## src/rtl/csr_pkg.sv

```systemverilog
// rtl/csr_pkg.sv - CSR addresses, op encoding, interrupt codes, status/pending bit positions, mcause legality
package csr_pkg;

    typedef enum logic [1:0] {
        OP_NONE  = 2'd0,
        OP_WRITE = 2'd1,
        OP_SET   = 2'd2,
        OP_CLEAR = 2'd3
    } csr_op_e;

    localparam logic [11:0] CSR_MSTATUS  = 12'h300;
    localparam logic [11:0] CSR_MISA     = 12'h301;
    localparam logic [11:0] CSR_MIE      = 12'h304;
    localparam logic [11:0] CSR_MTVEC    = 12'h305;
    localparam logic [11:0] CSR_MSCRATCH = 12'h340;
    localparam logic [11:0] CSR_MEPC     = 12'h341;
    localparam logic [11:0] CSR_MCAUSE   = 12'h342;
    localparam logic [11:0] CSR_MTVAL    = 12'h343;
    localparam logic [11:0] CSR_MIP      = 12'h344;
    localparam logic [11:0] CSR_MHARTID  = 12'hF14;

    localparam logic [11:0] CSR_MCYCLE    = 12'hB00;
    localparam logic [11:0] CSR_MCYCLEH   = 12'hB80;
    localparam logic [11:0] CSR_MINSTRET  = 12'hB02;
    localparam logic [11:0] CSR_MINSTRETH = 12'hB82;
    localparam logic [11:0] CSR_CYCLE     = 12'hC00;
    localparam logic [11:0] CSR_CYCLEH    = 12'hC80;
    localparam logic [11:0] CSR_INSTRET   = 12'hC02;
    localparam logic [11:0] CSR_INSTRETH  = 12'hC82;

    localparam int MSTATUS_MIE  = 3;
    localparam int MSTATUS_MPIE = 7;
    localparam int MIP_MSIP     = 3;
    localparam int MIP_MTIP     = 7;
    localparam int MIP_MEIP     = 11;

    localparam logic [31:0] IRQ_CAUSE_MSI = 32'h8000_0003;
    localparam logic [31:0] IRQ_CAUSE_MTI = 32'h8000_0007;
    localparam logic [31:0] IRQ_CAUSE_MEI = 32'h8000_000B;

    localparam logic [31:0] MIE_WMASK = 32'h0000_0888;

    function automatic logic mcause_legal(input logic [31:0] cause);
        logic [30:0] code;
        code = cause[30:0];
        if (cause[31]) begin
            return (code <= 31'd11) && (code != 31'd2) && (code != 31'd6) && (code != 31'd10);
        end
        return (code <= 31'd15) && (code != 31'd10) && (code != 31'd14);
    endfunction

endpackage

```

## src/rtl/csr_counter.sv

```systemverilog
// rtl/csr_counter.sv - free-running counter with independent 32-bit half writes
module csr_counter #(
    parameter int CNT_WIDTH = 64
) (
    input  logic                 clk,
    input  logic                 rst_n,
    input  logic                 inc_en,
    input  logic                 wr_lo,
    input  logic                 wr_hi,
    input  logic [31:0]          wdata,
    output logic [CNT_WIDTH-1:0] value
);

    logic [CNT_WIDTH-1:0] cnt_q, cnt_d;
    logic [63:0]          wide;

    // A write to either half wins over the increment for that cycle.
    always_comb begin
        wide  = 64'(cnt_q);
        cnt_d = cnt_q;
        if (wr_lo || wr_hi) begin
            if (wr_lo) wide[31:0]  = wdata;
            if (wr_hi) wide[63:32] = wdata;
            cnt_d = wide[CNT_WIDTH-1:0];
        end else if (inc_en) begin
            cnt_d = cnt_q + CNT_WIDTH'(1);
        end
    end

    always_ff @(posedge clk or negedge rst_n) begin
        if (!rst_n) cnt_q <= '0;
        else        cnt_q <= cnt_d;
    end

    assign value = cnt_q;

endmodule

```

## src/rtl/csr_trap_file.sv

```systemverilog
// rtl/csr_trap_file.sv - M-mode CSR file with trap entry/return and interrupt arbitration; counters under CSR_COUNTERS_EN
module csr_trap_file
    import csr_pkg::*;
#(
    parameter logic [31:0] HART_ID     = 32'd0,
    parameter logic [31:0] MISA_VAL    = 32'h4000_0100,
    parameter logic [31:0] MTVEC_RESET = 32'h0000_0000,
    parameter int          CNT_WIDTH   = 64
) (
    input  logic        ctrl_clk,
    input  logic        ctrl_reset_n,
    input  logic [11:0] addr,
    input  logic [31:0] wdata,
    input  logic [1:0]  op,
    output logic [31:0] rdata,
    output logic        illegal,
    input  logic        trap_valid,
    input  logic [31:0] trap_cause,
    input  logic [31:0] trap_epc,
    input  logic [31:0] trap_tval,
    input  logic        mret,
    input  logic        retire,
    input  logic        irq_sw,
    input  logic        irq_timer,
    input  logic        irq_ext,
    output logic [31:0] trap_vector,
    output logic [31:0] epc,
    output logic        irq_pending,
    output logic [31:0] irq_cause,
    output logic        ctrl_mie,
    output logic        ctrl_mpie
);

    csr_op_e op_e;
    assign op_e = csr_op_e'(op);

    logic        mstatus_mie_q, mstatus_mie_d;
    logic        mstatus_mpie_q, mstatus_mpie_d;
    logic [31:0] mie_q, mie_d;
    logic [31:0] mip_q, mip_d;
    logic [31:0] mtvec_q, mtvec_d;
    logic [31:0] mscratch_q, mscratch_d;
    logic [31:0] mepc_q, mepc_d;
    logic [31:0] mcause_q, mcause_d;
    logic [31:0] mtval_q, mtval_d;

    logic [31:0] mstatus_rd, wr_val, tvec_base, irq_en;
    logic        csr_impl, csr_ro, eff_wr, csr_we;

`ifdef CSR_COUNTERS_EN
    logic [CNT_WIDTH-1:0] mcycle_val, minstret_val;
    logic [63:0]          mcycle_full, minstret_full;
    assign mcycle_full   = 64'(mcycle_val);
    assign minstret_full = 64'(minstret_val);

    csr_counter #(.CNT_WIDTH(CNT_WIDTH)) u_mcycle (
        .clk   (ctrl_clk),
        .rst_n (ctrl_reset_n),
        .inc_en(1'b1),
        .wr_lo (csr_we && (addr == CSR_MCYCLE)),
        .wr_hi (csr_we && (addr == CSR_MCYCLEH)),
        .wdata (wr_val),
        .value (mcycle_val)
    );

    csr_counter #(.CNT_WIDTH(CNT_WIDTH)) u_minstret (
        .clk   (ctrl_clk),
        .rst_n (ctrl_reset_n),
        .inc_en(retire),
        .wr_lo (csr_we && (addr == CSR_MINSTRET)),
        .wr_hi (csr_we && (addr == CSR_MINSTRETH)),
        .wdata (wr_val),
        .value (minstret_val)
    );
`else
    logic unused_cnt_cfg;
    assign unused_cnt_cfg = retire ^ (CNT_WIDTH < 32);
`endif

    always_comb begin
        mstatus_rd               = 32'h0000_1800;
        mstatus_rd[MSTATUS_MIE]  = mstatus_mie_q;
        mstatus_rd[MSTATUS_MPIE] = mstatus_mpie_q;
    end

    always_comb begin
        rdata    = '0;
        csr_impl = 1'b1;
        csr_ro   = 1'b0;
        case (addr)
            CSR_MSTATUS:  rdata = mstatus_rd;
            CSR_MISA:     begin rdata = MISA_VAL; csr_ro = 1'b1; end
            CSR_MIE:      rdata = mie_q;
            CSR_MTVEC:    rdata = mtvec_q;
            CSR_MSCRATCH: rdata = mscratch_q;
            CSR_MEPC:     rdata = mepc_q;
            CSR_MCAUSE:   rdata = mcause_q;
            CSR_MTVAL:    rdata = mtval_q;
            CSR_MIP:      rdata = mip_q;
            CSR_MHARTID:  begin rdata = HART_ID; csr_ro = 1'b1; end
`ifdef CSR_COUNTERS_EN
            CSR_MCYCLE:    rdata = mcycle_full[31:0];
            CSR_MCYCLEH:   rdata = mcycle_full[63:32];
            CSR_MINSTRET:  rdata = minstret_full[31:0];
            CSR_MINSTRETH: rdata = minstret_full[63:32];
            CSR_CYCLE:     begin rdata = mcycle_full[31:0];    csr_ro = 1'b1; end
            CSR_CYCLEH:    begin rdata = mcycle_full[63:32];   csr_ro = 1'b1; end
            CSR_INSTRET:   begin rdata = minstret_full[31:0];  csr_ro = 1'b1; end
            CSR_INSTRETH:  begin rdata = minstret_full[63:32]; csr_ro = 1'b1; end
`endif
            default:      csr_impl = 1'b0;
        endcase
    end

    // Set/clear with a zero operand is a pure read and never counts as a write.
    always_comb begin
        case (op_e)
            OP_WRITE: wr_val = wdata;
            OP_SET:   wr_val = rdata | wdata;
            OP_CLEAR: wr_val = rdata & ~wdata;
            default:  wr_val = rdata;
        endcase
        eff_wr  = (op_e == OP_WRITE) || ((op_e != OP_NONE) && (wdata != 32'd0));
        illegal = (op_e != OP_NONE) && (!csr_impl || (eff_wr && csr_ro));
        csr_we  = eff_wr && csr_impl && !csr_ro && !trap_valid && !mret;
    end

    always_comb begin
        mstatus_mie_d  = mstatus_mie_q;
        mstatus_mpie_d = mstatus_mpie_q;
        mie_d          = mie_q;
        mtvec_d        = mtvec_q;
        mscratch_d     = mscratch_q;
        mepc_d         = mepc_q;
        mcause_d       = mcause_q;
        mtval_d        = mtval_q;
        mip_d          = '0;
        mip_d[MIP_MSIP] = irq_sw;
        mip_d[MIP_MTIP] = irq_timer;
        mip_d[MIP_MEIP] = irq_ext;
        if (trap_valid) begin
            mepc_d         = {trap_epc[31:2], 2'b00};
            mcause_d       = trap_cause;
            mtval_d        = trap_tval;
            mstatus_mpie_d = mstatus_mie_q;
            mstatus_mie_d  = 1'b0;
        end else if (mret) begin
            mstatus_mie_d  = mstatus_mpie_q;
            mstatus_mpie_d = 1'b1;
        end else if (csr_we) begin
            case (addr)
                CSR_MSTATUS: begin
                    mstatus_mie_d  = wr_val[MSTATUS_MIE];
                    mstatus_mpie_d = wr_val[MSTATUS_MPIE];
                end
                CSR_MIE:      mie_d = wr_val & MIE_WMASK;
                CSR_MTVEC:    if (wr_val[1:0] < 2'd2) mtvec_d = wr_val;
                CSR_MSCRATCH: mscratch_d = wr_val;
                CSR_MEPC:     mepc_d = {wr_val[31:2], 2'b00};
                CSR_MCAUSE:   if (mcause_legal(wr_val)) mcause_d = wr_val;
                CSR_MTVAL:    mtval_d = wr_val;
                default:      ;
            endcase
        end
    end

    always_ff @(posedge ctrl_clk or negedge ctrl_reset_n) begin
        if (!ctrl_reset_n) begin
            mstatus_mie_q  <= 1'b0;
            mstatus_mpie_q <= 1'b0;
            mie_q          <= '0;
            mip_q          <= '0;
            mtvec_q        <= MTVEC_RESET;
            mscratch_q     <= '0;
            mepc_q         <= '0;
            mcause_q       <= '0;
            mtval_q        <= '0;
        end else begin
            mstatus_mie_q  <= mstatus_mie_d;
            mstatus_mpie_q <= mstatus_mpie_d;
            mie_q          <= mie_d;
            mip_q          <= mip_d;
            mtvec_q        <= mtvec_d;
            mscratch_q     <= mscratch_d;
            mepc_q         <= mepc_d;
            mcause_q       <= mcause_d;
            mtval_q        <= mtval_d;
        end
    end

    // Vectored mode only spreads interrupts; exceptions always land on the base.
    always_comb begin
        tvec_base   = {mtvec_q[31:2], 2'b00};
        trap_vector = tvec_base;
        if ((mtvec_q[1:0] == 2'b01) && trap_cause[31]) begin
            trap_vector = tvec_base + {trap_cause[29:0], 2'b00};
        end
    end

    always_comb begin
        irq_en      = mip_q & mie_q;
        irq_pending = mstatus_mie_q && (irq_en != 32'd0);
        irq_cause   = '0;
        if (irq_pending) begin
            if (irq_en[MIP_MEIP])      irq_cause = IRQ_CAUSE_MEI;
            else if (irq_en[MIP_MSIP]) irq_cause = IRQ_CAUSE_MSI;
            else                       irq_cause = IRQ_CAUSE_MTI;
        end
    end

    assign epc       = mepc_q;
    assign ctrl_mie  = mstatus_mie_q;
    assign ctrl_mpie = mstatus_mpie_q;

endmodule
```

## config.mk

```make
export PLATFORM = sky130hd
export DESIGN_NAME = csr_trap_file
export DESIGN_NICKNAME = d
export VERILOG_FILES = /design/src/rtl/csr_pkg.sv /design/src/rtl/csr_counter.sv /design/src/rtl/csr_trap_file.sv
export SDC_FILE = /design/constraint.sdc
export NUM_CORES = 1
export LEC_CHECK = 0
export BUFFER_PORTS_ARGS = -buffer_cell sky130_fd_sc_hd__clkbuf_2
export CAP_MARGIN = 5
export CORE_MARGIN = 2
export CORE_UTILIZATION = 59
export DETAILED_ROUTE_END_ITERATION = 10
export PLACE_DENSITY = 0.87
export RECOVER_POWER = 50
export REMOVE_ABC_BUFFERS = 1
export SYNTH_ARGS = -nofsm -noshare
export SYNTH_HDL_FRONTEND = slang
export SYNTH_SLANG_ARGS = --single-unit
```

## constraint.sdc

```tcl
create_clock -name ctrl_clk -period 9.4 [get_ports ctrl_clk]
set_input_delay 1.41 -clock ctrl_clk [delete_from_list [all_inputs] [get_ports ctrl_clk]]
set_output_delay 1.41 -clock ctrl_clk [all_outputs]
set_load 0.01 [all_outputs]
```

; ---- Word level (Yosys, flattened, before mapping)
; Index checks and enable logic that the tools add are counted.
; W data, S select, Z words.
[classes]
bitwise = 6
n_eq_ne = 19
magnitude_cmp = 3
addsub = 1
n_reduce_logical = 39
mux = 40
[op_table]
columns = op, count
row1 = $mux W32, 15
row2 = $pmux W32 S9, 1
row3 = $eq A12 B10 Y1 const B, 9
row4 = $pmux W32 S3, 1
row5 = $reduce_bool A32 Y1, 2
row6 = $le A31 B4 Y1 const B, 2
row7 = $ne A31 B4 Y1 const B, 2
row8 = $add A32 B32 Y32, 1
row9 = $and A32 B32 Y32, 1
row10 = $not A32 Y32, 1
row11 = $or A32 B32 Y32, 1
row12 = $ne A31 B2 Y1 const B, 1
row13 = $ne A31 B3 Y1 const B, 1
row14 = $mux W1, 21
row15 = $logic_and A1 B1 Y1, 14
row16 = $and A12 B12 Y12, 1
row17 = $eq A12 B12 Y1 const B, 1
row18 = $reduce_and A4 Y1, 3
row19 = $reduce_bool A2 Y1, 6
row20 = $reduce_or A10 Y1, 1
row21 = $reduce_and A3 Y1, 2
row22 = $reduce_bool A3 Y1, 2
row23 = $reduce_and A5 Y1, 1
row24 = $eq A2 B1 Y1 const B, 2
row25 = other kinds (10), 16
[totals]
output_inout_bits = 132
wordCells = 117
ff_bits = 168
input_bits = 150

; ---- Depth between registers and ports, before layout
; Gate-level depths: netlist of run 1.
[depth]
word_depth = 20
depth_mapped = 14
ltp_nobuf = 12

; ---- Least setup slack after synthesis of run 1
; OpenSTA, ideal clock, no wires.
[synth_path]
path_kind = in2out
from = input port trap_cause[0]
to = output port trap_vector[28]
stages = 12
n_path_buf = 0
arrival_ns = 3.964
slack_ns = 4.026
t_required_ns = 7.990
path_cell_list = ha_1 > inv_1 > fa_1 > nor2b_1 > o21ai_0 > a2111oi_0 > nor3_1 > nor4_1 > o211a_1 > o21a_1 > nor3_1 > o31ai_1
[synth_via]
elab_chain_cells = 2
[synth_lines]
columns = element, line
row1 = from (decl), csr_trap_file.sv:18  ; input logic [31:0] trap_cause,
row2 = $add A32 B32 Y32, csr_trap_file.sv:196  ; trap_vector = tvec_base + {trap_cause[29:0], 2'b00};
row3 = $mux W32, csr_trap_file.sv:195  ; if ((mtvec_q[1:0] == 2'b01) && trap_cause[31]) begin
row4 = to (decl), csr_trap_file.sv:26  ; output logic [31:0] trap_vector,
; No other way between the ends.

; ---- Final worst setup path of run 1
[layout_path]
from = input port op[0]
to = register mscratch_q[25]
[layout_via]
elab_chain_cells = 8
word_cells_on_any_way = 12
classes_between = 3 x eq/ne / 1 x mux / 8 x reduce/logical
[layout_lines]
columns = element, line
row1 = from (decl), csr_trap_file.sv:14  ; input logic [1:0] op,
row2 = $reduce_bool A2 Y1, csr_trap_file.sv:123  ; eff_wr = (op_e == OP_WRITE) || ((op_e != OP_NONE) && (wdata != 32'd0));
row3 = $logic_and A1 B1 Y1, csr_trap_file.sv:123
row4 = $logic_or A1 B1 Y1, csr_trap_file.sv:123
row5 = $logic_and A1 B1 Y1 (4 in series), csr_trap_file.sv:125  ; csr_we = eff_wr && csr_impl && !csr_ro && !trap_valid && !mret;
row6 = $reduce_and A4 Y1 (no line), -
row7 = to (signal assigned), csr_trap_file.sv:184  ; mscratch_q <= mscratch_d;
row8 = to (decl), csr_trap_file.sv:42  ; logic [31:0] mscratch_q, mscratch_d;
; Several ways; a longest one is shown, not always the timed one.
; A chain may end at the register's enable or synchronous reset.

==> key figures, run 1 <==
CTS
  – Root Buffer: clkbuf_16
  – H-tree depth reported by CTS: 4
  – Register clock-pin slew on the reported worst setup and hold paths: 70 ps
  – Maximum count of clock buffers along a single path: 2
  – TritonCTS clock tree: built
  – Number of CTS-inserted buffers: 17
  – Setup repair bufs after CTS: 0
  – Number of hold-repair buffers added at the cts stage: 0
  – Later-pin clock latency in the skew report: 450 ps
  – # resized after CTS: 0
  – Clock Sinks: 166

Floorplanning
  – Die Y-Extent: 144.7 um
  – I/O pin count: 282
  – Std cell rows: 51
  – Die Area: 20940 um2
  – Die width: 144.7 um
  – Starting Density: 60.01%
  – Placeable core region: 19460 um2

Routing
  – Final Routed Wirelength: 42140 um
  – DR DRC count: 0
  – Vias after detailed routing: 12378
  – Via count normalized by instance count: 6.481
  – Post-detailed-route count of antenna-violating nets: 0
  – WL per Instance: 22.06 um
  – Router iterations before antenna repair: 6
  – Iteration-0 DRC count of the detailed router: 1804

Logic synthesis
  – Share of synthesized area occupied by flip-flops and latches: 35.57%
  – Number of warnings reported in the yosys synthesis log: 0
  – Post-synth EDFFs: 0
  – Post-synthesis instance total: 1442
  – Most used flip-flop cell after synthesis: dfrtp_1
  – Post-Syn Area per Cell: 8.099 um2
  – Post-Syn Area: 11680 um2
  – Synth unique cells: 87
  – Flip-flop and latch count after synthesis: 166
  – Post-synthesis async set-or-reset flop share: 100.0%

Placement
  – Post-placement setup slack: 2991 ps
  – Total of buffers placed on input and output ports: 247
  – Placed cell area: 12830 um2
  – Post-DP HPWL: 29560 um
  – Placer congestion estimate: 1.008

STA
  – Worst slew margin relative to its limit: -110.6%
  – Count of pins over their slew limit: 283
  – Unrepaired setup endpoints after global routing: false
  – Final critical-path required period: 7608 ps
  – Final number of hold-violating endpoints: 0
  – Max Freq: 0.1314 GHz
  – Number of endpoints failing setup at the final stage: 0
  – Setup skew after layout: 11.70 ps
  – Hold_ws: 479.2 ps
  – Worst Tran Pin Value: 3159 ps
  – PnR worst setup slack: 1792 ps
  – Final total negative setup slack: 0 ps
  – Fin crit share: 80.93%

Critical path
  – Startpoint of the worst register-to-register path: mie_q[3]$_DFFE_PN0P_
  – Cell Chain, Critical Path: clkbuf_1 > clkinv_1 > nand2_1 > clkbuf_1 > nand3_1 > nor2_1 > nand2_1 > buf_4 > nand2_1 > o21ai_0
  – Top cell family by delay on the critical path: buffers and inverters
  – Largest stage delay on the critical path: 1230 ps
  – Startpoint type of the worst setup path: primary input
  – Req. time, crit path: 9710 ps
  – Worst r2r dst: mcause_q[2]$_DFFE_PN0P_
  – Most Frequent Cell on Critical Path: nand2_1
  – Critical Path Fanout Max: 31
  – Critical setup path kind: in2reg
  – R2R setup slack: 5730 ps
  – Arr. time, crit path: 7920 ps
  – Total buffers and inverters traversed by the critical path: 4
  – Critical Path Slowest Stage Cell: clkbuf_1
  – Kind of end point of the critical path: register
  – Number of cells traversed by the worst register-to-register path: 10

Final layout
  – Area growth, synth to finish: 14.31%
  – Fraction of final layout cells with drive strength greater than 1: 17.82%
  – Number of inserted filler cells in the final layout: 1608
  – Highest-count cells in the layout ignoring fill and taps: nand2_1, clkbuf_2, o21ai_0
  – Nets: 1811
  – Design Area, Final: 13350 um2
  – Multi-input gate area in the final layout: 6859 um2
  – Total area of sequential cells: 4154 um2
  – Most common cell after layout, fill and taps aside: nand2_1

Power and ir drop
  – Worst vdd rail ir drop: 118.1 uV
  – Total power per unit cell area: 135.4 nW/um2
  – Leakage: 6.149 nW

Hold path
  – Hold Path End: mscratch_q[5]$_DFFE_PN0P_
  – Number of cells on the worst hold path: 2
  – Path class of the lowest-slack min-delay path: reg2reg
  – Worst Min Path Start: mscratch_q[5]$_DFFE_PN0P_

Global route
  – GRT overflow: 0
  – Total global routing track utilization: 40.32%
  – Antenna violations before repair: 3
  – Number of global-route vias before repair: 11590
  – Maximum number of pins on one net before global-route repair: 114
  – First-pass GRT wire length: 63690 um

Flow run
  – Max Cap Viol: 6

Status
  – Violations in the final reports: max-capacitance violations, max-slew violations
  – Outcome: finished, violations left
cell usage after synthesis (21+ instances only):
library cell	number	share of area, %
mux2i_1	38	3.3
nor2_1	83	2.7
dfrtp_1	166	36
ha_1	29	3.1
buf_4	41	2.6
a21o_1	21	1.3
a21oi_1	73	3.1
clkbuf_1	60	1.9
nand2_1	290	9.3
a22oi_1	22	1.4
o21ai_0	179	7.7
xor2_1	22	1.6
inv_1	23	0.74
o21ai_1	62	2.7
xnor2_1	29	2.2
stage by stage:
step | power [W] | instances | utilization (%)
after floorplan | 0.0009296 | 1345 | -
after global placement | 0.001074 | 1877 | 65.94
after detailed placement | 0.001082 | 1877 | 65.94
after CTS | 0.001798 | 1909 | 68.97
after global routing | 0.001866 | 1909 | 68.58
final | 0.001807 | 1910 | 68.60
cells by family after synthesis:
kind of cell / after synthesis / share of synthesized area (%)
and+or+nand+nor: 497 / 19.42
AOI/OAI and AO/OA: 485 / 25.32
DFF: 166 / 35.57
buffers and inverters: 151 / 6.792
muxes: 61 / 5.764
xor gates and xnor gates: 51 / 3.825
adders and majority gates: 30 / 3.278
other: 1 / 0.03211
registers in the layout (all words and copies together) (netlist names):
signal      count
mcause_q       32
mscratch_q     32
ctrl_mpie       1
mip_q           3
ctrl_mie        1
epc            30
mtvec_q        32
mie_q           3
mtval_q        32
per-layer routing:
metal / vias up / track usage (%) / wire length (um)
met2: 958 / 60.81 / 18570
li1: 5508 / - / -
met1: 5742 / 52.63 / 15820
met5: - / 0 / 13
met3: 168 / 12.34 / 5635
met4: 2 / 20.39 / 2098
worst reg2reg max path: stages, from the launching register on:
cell	delay [ps]
dfrtp_1	400
mux2_2	270
a22o_1	230
a32oi_1	290
a22oi_1	200
a32oi_1	420
o22a_1	240
nand4b_2	460
buf_4	450
or4_1	460
o311ai_1	110
cell type report:
type | instances | share of cell area (%)
multi-input cells | 1155 | 51.38
repair buffers | 267 | 9.906
clock inverters | 14 | 1.209
flip-flops and latches | 166 | 31.12
diodes | 1 | 0.01874
inverters | 24 | 0.6748
clock buffers | 18 | 3.215
well taps | 265 | 2.484
worst max path at each step:
stage                   from                    endpoint  slack (ps)  depth (start not counted)
2_1_floorplan       addr[11]         epc[10]$_DFFE_PN0P_        3410                          6
3_3_place_gp   trap_cause[0]             trap_vector[28]        3050                         14
3_5_place_dp   trap_cause[0]             trap_vector[28]        2990                         14
4_1_cts        trap_cause[0]             trap_vector[28]        2970                         14
5_1_grt                op[0]  mscratch_q[27]$_DFFE_PN0P_        1790                         10
6_report               op[0]  mscratch_q[25]$_DFFE_PN0P_        1790                         10
report_power, final:
group | leakage, nW | internal, W | switching (W)
combinational | 3.74 | 0.000104 | 0.000190
clock | 0.283 | 0.000399 | 0.000334
sequential | 2.13 | 0.000752 | 0.0000281
No activity file was read; power rests on OpenSTA's default activity.
==> run 2: changes to the inputs <==
- CORE_UTILIZATION: 59 -> 55
- PLACE_DENSITY: 0.87 -> 0.82
- clock period: 9.4 -> 7.8 ns (I/O delays scaled with it)
==> key figures, run 2 (same netlist as run 1, synthesis figures left out) <==
Status
  – Outcome: finished, violations left (unchanged)
  – Violations in the final reports: max-capacitance violations, max-slew violations (unchanged)

Floorplanning
  – Starting Density: 55.73% (was 60.01%)
  – Die Area: 22420 um2 (was 20940 um2)
  – Placeable core region: 20960 um2 (was 19460 um2)
  – Die Y-Extent: 149.7 um (was 144.7 um)
  – I/O pin count: 282 (unchanged)
  – Std cell rows: 53 (was 51)
  – Die width: 149.7 um (was 144.7 um)

Final layout
  – Nets: 1815 (was 1811)
  – Highest-count cells in the layout ignoring fill and taps: nand2_1, clkbuf_2, o21ai_0 (unchanged)
  – Number of inserted filler cells in the final layout: 1845 (was 1608)
  – Most common cell after layout, fill and taps aside: nand2_1 (unchanged)
  – Fraction of final layout cells with drive strength greater than 1: 18.28% (was 17.82%)
  – Area growth, synth to finish: 14.67% (was 14.31%)
  – N_diodes: 0 (was 1)
  – Final core utilization: 63.91% (was 68.60%)

Power and ir drop
  – Part of the total power dissipated in sequential elements: 43.7% (was 43.1%)
  – Leakage: 6.177 nW (was 6.149 nW)
  – Switching share of power: 30.13% (was 30.58%)
  – Worst vdd rail ir drop: 129.2 uV (was 118.1 uV)
  – Cell internal power dissipation: 0.001503 W (was 0.001255 W)
  – Comb pwr share: 16.5% (was 16.3%)
  – Post-layout total power: 0.002151 W (was 0.001807 W)
  – Psw: 0.0006483 W (was 0.0005526 W)
  – Clock power frac: 39.9% (was 40.6%)
  – Total power per unit cell area: 160.7 nW/um2 (was 135.4 nW/um2)

Global route
  – GRT overflow: 0 (unchanged)
  – Maximum number of pins on one net before global-route repair: 108 (was 114)
  – Number of global-route vias before repair: 11349 (was 11590)
  – First-pass GRT wire length: 63830 um (was 63690 um)
  – Total global routing track utilization: 37.23% (was 40.32%)
  – Antenna violations before repair: 0 (was 3)

Critical path
  – Req. time, crit path: 8080 ps (was 9710 ps)
  – Total buffers and inverters traversed by the critical path: 3 (was 4)
  – Largest stage delay on the critical path: 1560 ps (was 1230 ps)
  – Critical Path Fanout Max: 34 (was 31)
  – Critical Path Slowest Stage Cell: clkbuf_1 (unchanged)
  – Critical setup path kind: in2reg (unchanged)
  – Startpoint type of the worst setup path: primary input (unchanged)
  – Arr. time, crit path: 6760 ps (was 7920 ps)
  – Cell Chain, Critical Path: clkbuf_1 > or4_1 > nor4_4 > clkbuf_1 > a221oi_1 > a22o_1 > a32oi_1 > o22a_1 > nand4b_2 > buf_4 > o21ai_1 > o21ai_1 (was clkbuf_1 > clkinv_1 > nand2_1 > clkbuf_1 > nand3_1 > nor2_1 > nand2_1 > buf_4 > nand2_1 > o21ai_0)
  – Number of gates on the worst path with buffers counted: 12 (was 10)
  – Kind of end point of the critical path: register (unchanged)
  – Number of cells traversed by the worst register-to-register path: 9 (was 10)
  – Top cell family by delay on the critical path: buffers and inverters (unchanged)

STA
  – Worst slew margin relative to its limit: -259.5% (was -110.6%)
  – Fin crit share: 83.10%
  – Final total negative setup slack: 0 ps (unchanged)
  – Final critical-path required period: 6481 ps
  – Hold_ws: 478.9 ps (was 479.2 ps)
  – Setup skew after layout: 11.89 ps (was 11.70 ps)
  – Unrepaired setup endpoints after global routing: false (unchanged)
  – Max Freq: 0.1543 GHz
  – Number of endpoints failing setup at the final stage: 0 (unchanged)
  – Count of pins over their slew limit: 131 (was 283)
  – Worst Tran Pin Value: 5392 ps (was 3159 ps)
  – Final number of hold-violating endpoints: 0 (unchanged)

Routing
  – Via count normalized by instance count: 6.375 (was 6.481)
  – Post-detailed-route count of antenna-violating nets: 0 (unchanged)
  – WL per Instance: 21.90 um (was 22.06 um)
  – Final Routed Wirelength: 42090 um (was 42140 um)
  – Iteration-0 DRC count of the detailed router: 1382 (was 1804)
  – Router iterations before antenna repair: 7 (was 6)
  – Vias after detailed routing: 12252 (was 12378)
  – DR DRC count: 0 (unchanged)

Placement
  – Placer congestion estimate: 0.9589 (was 1.008)
  – Total of buffers placed on input and output ports: 247 (unchanged)
  – Post-DP HPWL: 29850 um (was 29560 um)

CTS
  – Later-pin clock latency in the skew report: 440 ps (was 450 ps)
  – Register clock-pin slew on the reported worst setup and hold paths: 70 ps (about the same)
  – # resized after CTS: 0 (unchanged)
  – Number of CTS-inserted buffers: 17 (unchanged)
  – Clock Sinks: 166 (unchanged)
  – Root Buffer: clkbuf_16 (unchanged)
  – Setup repair bufs after CTS: 0 (unchanged)
  – H-tree depth reported by CTS: 4 (unchanged)
  – TritonCTS clock tree: built (unchanged)
  – Maximum count of clock buffers along a single path: 2 (unchanged)
  – Number of hold-repair buffers added at the cts stage: 0 (unchanged)

Hold path
  – Number of cells on the worst hold path: 2 (unchanged)
  – Path class of the lowest-slack min-delay path: reg2reg (unchanged)

Flow run
  – Max Cap Viol: 2 (was 6)
[run 2: path summary, 6_finish.rpt]
kind / startpoint / endpoint / slack, ps
hold / removal: mscratch_q[18]$_DFFE_PN0P_ / mscratch_q[18]$_DFFE_PN0P_ / 480
hold reg to reg: mscratch_q[18]$_DFFE_PN0P_ / mscratch_q[18]$_DFFE_PN0P_ / 480
max in group asynchronous: ctrl_reset_n / mtval_q[30]$_DFFE_PN0P_ / 2080
setup / recovery: addr[11] / mcause_q[10]$_DFFE_PN0P_ / 1320
min in group asynchronous: ctrl_reset_n / epc[4]$_DFFE_PN0P_ / 2690
setup reg to reg: epc[16]$_DFFE_PN0P_ / mcause_q[2]$_DFFE_PN0P_ / 4200
[run 2: cell type report]
cell class,count,area [um2],area share [%]
multi-input combinational,1155,6859,51.22
clock buffer,20,466.7,3.485
inverter,24,90.09,0.6727
sequential,166,4154,31.02
tap,275,344.1,2.569
timing repair buffer,271,1363,10.17
clock inverter,11,115.1,0.8596
[run 2: metal layers]
metal	part of all wire [%]	global-route usage [%]	vias up
met5	0	0	-
met4	5.2	19.53	0
met3	12	6.494	172
met2	44	56.58	872
met1	39	50.98	5699
li1	-	-	5509
[run 2: per-stage QoR]
step / setup slack [ps] / cells / area (um2)
2_1_floorplan: 2046 / 1345 / 11090
3_3_place_gp: 2218 / 1891 / 12880
3_5_place_dp: 2257 / 1891 / 12880
4_1_cts: 2211 / 1922 / 13460
5_1_grt: 1166 / 1922 / 13390
6_report: 1319 / 1922 / 13390
[run 2: power groups by stage]
stage	sequential, W	combinational [W]	clock, W
5_1_grt	0.000944	0.000386	0.000898
3_3_place_gp	0.000953	0.000341	0
2_1_floorplan	0.000951	0.000169	0
3_5_place_dp	0.000954	0.000349	0
6_report	0.000939	0.000354	0.000858
4_1_cts	0.000939	0.000351	0.000856
[run 2: worst min-delay path: cells and delay by family (launching register included)]
kind               cells  cell delay (ps)
DFF                    1              340
AOI/OAI and AO/OA      1               60
and+or+nand+nor        1               40
==> run 3: changes to the inputs <==
- clock period: 7.8 -> 6.4 ns (I/O delays scaled with it)
==> key figures, run 3 (same netlist as run 1, synthesis figures left out) <==
Routing
  – Router iterations before antenna repair: 6 (was 7)
  – Final Routed Wirelength: 42840 um (was 42090 um)
  – Vias after detailed routing: 12294 (was 12252)
  – DR DRC count: 0 (unchanged)
  – Via count normalized by instance count: 6.360 (was 6.375)
  – Post-detailed-route count of antenna-violating nets: 0 (unchanged)
  – Iteration-0 DRC count of the detailed router: 1733 (was 1382)
  – WL per Instance: 22.16 um (was 21.90 um)

Global route
  – GRT overflow: 0 (unchanged)
  – First-pass GRT wire length: 64520 um (was 63830 um)
  – Total global routing track utilization: 37.82% (was 37.23%)
  – Number of global-route vias before repair: 11459 (was 11349)
  – Maximum number of pins on one net before global-route repair: 109 (was 108)
  – Antenna violations before repair: 0 (unchanged)

Critical path
  – Largest stage delay on the critical path: 600 ps (was 1560 ps)
  – Cell Chain, Critical Path: clkbuf_2 > ha_1 > o21ai_0 > o21ai_0 > a31oi_1 > o31ai_1 > nand2_1 > a31oi_1 > a2111oi_0 > a211oi_1 > xnor2_1 > clkbuf_2 (was clkbuf_1 > or4_1 > nor4_4 > clkbuf_1 > a221oi_1 > a22o_1 > a32oi_1 > o22a_1 > nand4b_2 > buf_4 > o21ai_1 > o21ai_1)
  – Startpoint type of the worst setup path: primary input (unchanged)
  – Critical Path Slowest Stage Cell: o31ai_1 (was clkbuf_1)
  – Arr. time, crit path: 4400 ps (was 6760 ps)
  – Critical setup path kind: in2out (was in2reg)
  – Req. time, crit path: 5440 ps (was 8080 ps)
  – Kind of end point of the critical path: output port (was register)
  – Critical Path Fanout Max: 4 (was 34)

CTS
  – # resized after CTS: 0 (unchanged)
  – Register clock-pin slew on the reported worst setup and hold paths: 60 ps (was 70 ps)
  – Setup repair bufs after CTS: 0 (unchanged)
  – Number of hold-repair buffers added at the cts stage: 0 (unchanged)
  – TritonCTS clock tree: built (unchanged)
  – Maximum count of clock buffers along a single path: 2 (unchanged)
  – Later-pin clock latency in the skew report: 440 ps (about the same)
  – Root Buffer: clkbuf_16 (unchanged)
  – H-tree depth reported by CTS: 4 (unchanged)
  – Number of CTS-inserted buffers: 17 (unchanged)
  – Clock Sinks: 166 (unchanged)

STA
  – Worst Tran Pin Value: 2862 ps (was 5392 ps)
  – Final number of hold-violating endpoints: 0 (unchanged)
  – Final critical-path required period: 5359 ps
  – Hold_ws: 478.3 ps (was 478.9 ps)
  – Number of endpoints failing setup at the final stage: 0 (unchanged)
  – Count of pins over their slew limit: 171 (was 131)
  – Setup skew after layout: 11.12 ps (was 11.89 ps)
  – Worst slew margin relative to its limit: -90.78% (was -259.5%)
  – Unrepaired setup endpoints after global routing: false (unchanged)
  – Fin crit share: 83.74%
  – Final total negative setup slack: 0 ps (unchanged)
  – Max Freq: 0.1866 GHz

Floorplanning
  – Starting Density: 55.73% (unchanged)
  – Placeable core region: 20960 um2 (unchanged)
  – Die Area: 22420 um2 (unchanged)
  – Die Y-Extent: 149.7 um (unchanged)
  – I/O pin count: 282 (unchanged)
  – Die width: 149.7 um (unchanged)
  – Std cell rows: 53 (unchanged)

Power and ir drop
  – Worst vdd rail ir drop: 163.8 uV (was 129.2 uV)
  – Total power per unit cell area: 193.6 nW/um2 (was 160.7 nW/um2)
  – Leakage: 6.246 nW (was 6.177 nW)

Flow run
  – Max Cap Viol: 3 (was 2)

Placement
  – # placed instances: 1901 (was 1891)
  – Placer congestion estimate: 0.9889 (was 0.9589)
  – Total of buffers placed on input and output ports: 247 (unchanged)
  – Post-DP HPWL: 30910 um (was 29850 um)

Final layout
  – Most common cell after layout, fill and taps aside: nand2_1 (unchanged)
  – Fraction of final layout cells with drive strength greater than 1: 18.82% (was 18.28%)
  – N_diodes: 0 (unchanged)
  – Number of standard cells in the final layout excluding fillers: 1933 (was 1922)
  – Area growth, synth to finish: 15.48% (was 14.67%)
  – Multi-input gate area in the final layout: 6853 um2 (was 6859 um2)
  – Number of inserted filler cells in the final layout: 1859 (was 1845)
  – Total area of sequential cells: 4154 um2 (unchanged)
  – Nets: 1825 (was 1815)
  – Highest-count cells in the layout ignoring fill and taps: nand2_1, clkbuf_2, o21ai_0 (unchanged)
  – Final core utilization: 64.36% (was 63.91%)

Hold path
  – Path class of the lowest-slack min-delay path: reg2reg (unchanged)

Status
  – Violations in the final reports: max-capacitance violations, max-slew violations (unchanged)
  – Outcome: finished, violations left (unchanged)
==> run 3: critical path: cells and delay by family <==
family,cells,cell delay [ps]
buf+inv,2,280
fa+ha+maj,1,340
simple gates,1,190
compound gates,7,2430
xor+xnor,1,200
==> run 3: final cells by class <==
cell class | count | share of cell area, %
clock inverter | 12 | 0.8628
multi-input combinational | 1155 | 50.81
tap | 275 | 2.551
clock buffer | 20 | 3.386
inverter | 24 | 0.6680
timing repair buffer | 281 | 10.92
sequential | 166 | 30.80
==> run 3: power breakdown <==
| group | total, W | leakage [nW] | internal (W) | switching [W] |
|---|---|---|---|---|
| Combinational | 0.000438 | 3.84 | 0.000157 | 0.000281 |
| Sequential | 0.00115 | 2.13 | 0.00110 | 0.0000414 |
| Clock | 0.00103 | 0.283 | 0.000564 | 0.000464 |
| Total | 0.00261 | 6.25 | 0.00183 | 0.000786 |
==> run 3: worst paths after layout <==
| kind | endpoint | cells after the start | slack, ps | startpoint |
|---|---|---|---|---|
| setup / recovery | trap_vector[31] | 12 | 1040 | trap_cause[2] |
| hold / removal | mscratch_q[31]$_DFFE_PN0P_ | 2 | 480 | mscratch_q[31]$_DFFE_PN0P_ |
| max in group asynchronous | mtvec_q[15]$_DFFE_PN0P_ | 2 | 1240 | ctrl_reset_n |
| setup reg to reg | mcause_q[2]$_DFFE_PN0P_ | 9 | 2800 | epc[16]$_DFFE_PN0P_ |
| hold reg to reg | mscratch_q[31]$_DFFE_PN0P_ | 2 | 480 | mscratch_q[31]$_DFFE_PN0P_ |
| min in group asynchronous | mcause_q[4]$_DFFE_PN0P_ | 1 | 1440 | ctrl_reset_n |
==> run 3: routing by layer <==
layer / GRT usage [%] / part of all wire, % / vias up
met5: 0 / 0 / -
met4: 16.60 / 4.9 / 0
met3: 7.134 / 12 / 171
met2: 57.94 / 44 / 892
met1: 52.45 / 39 / 5698
li1: - / - / 5533
==> run 3: metrics by stage <==
stage               setup WS [ps]  total power (W)  cell area (um2)
detailed placement           1230         0.001596            12990
global placement             1206         0.001586            12990
global route                461.7         0.002702            13490
CTS                          1190         0.002610            13560
floorplan                   855.9         0.001365            11090
finish                       1041         0.002611            13490
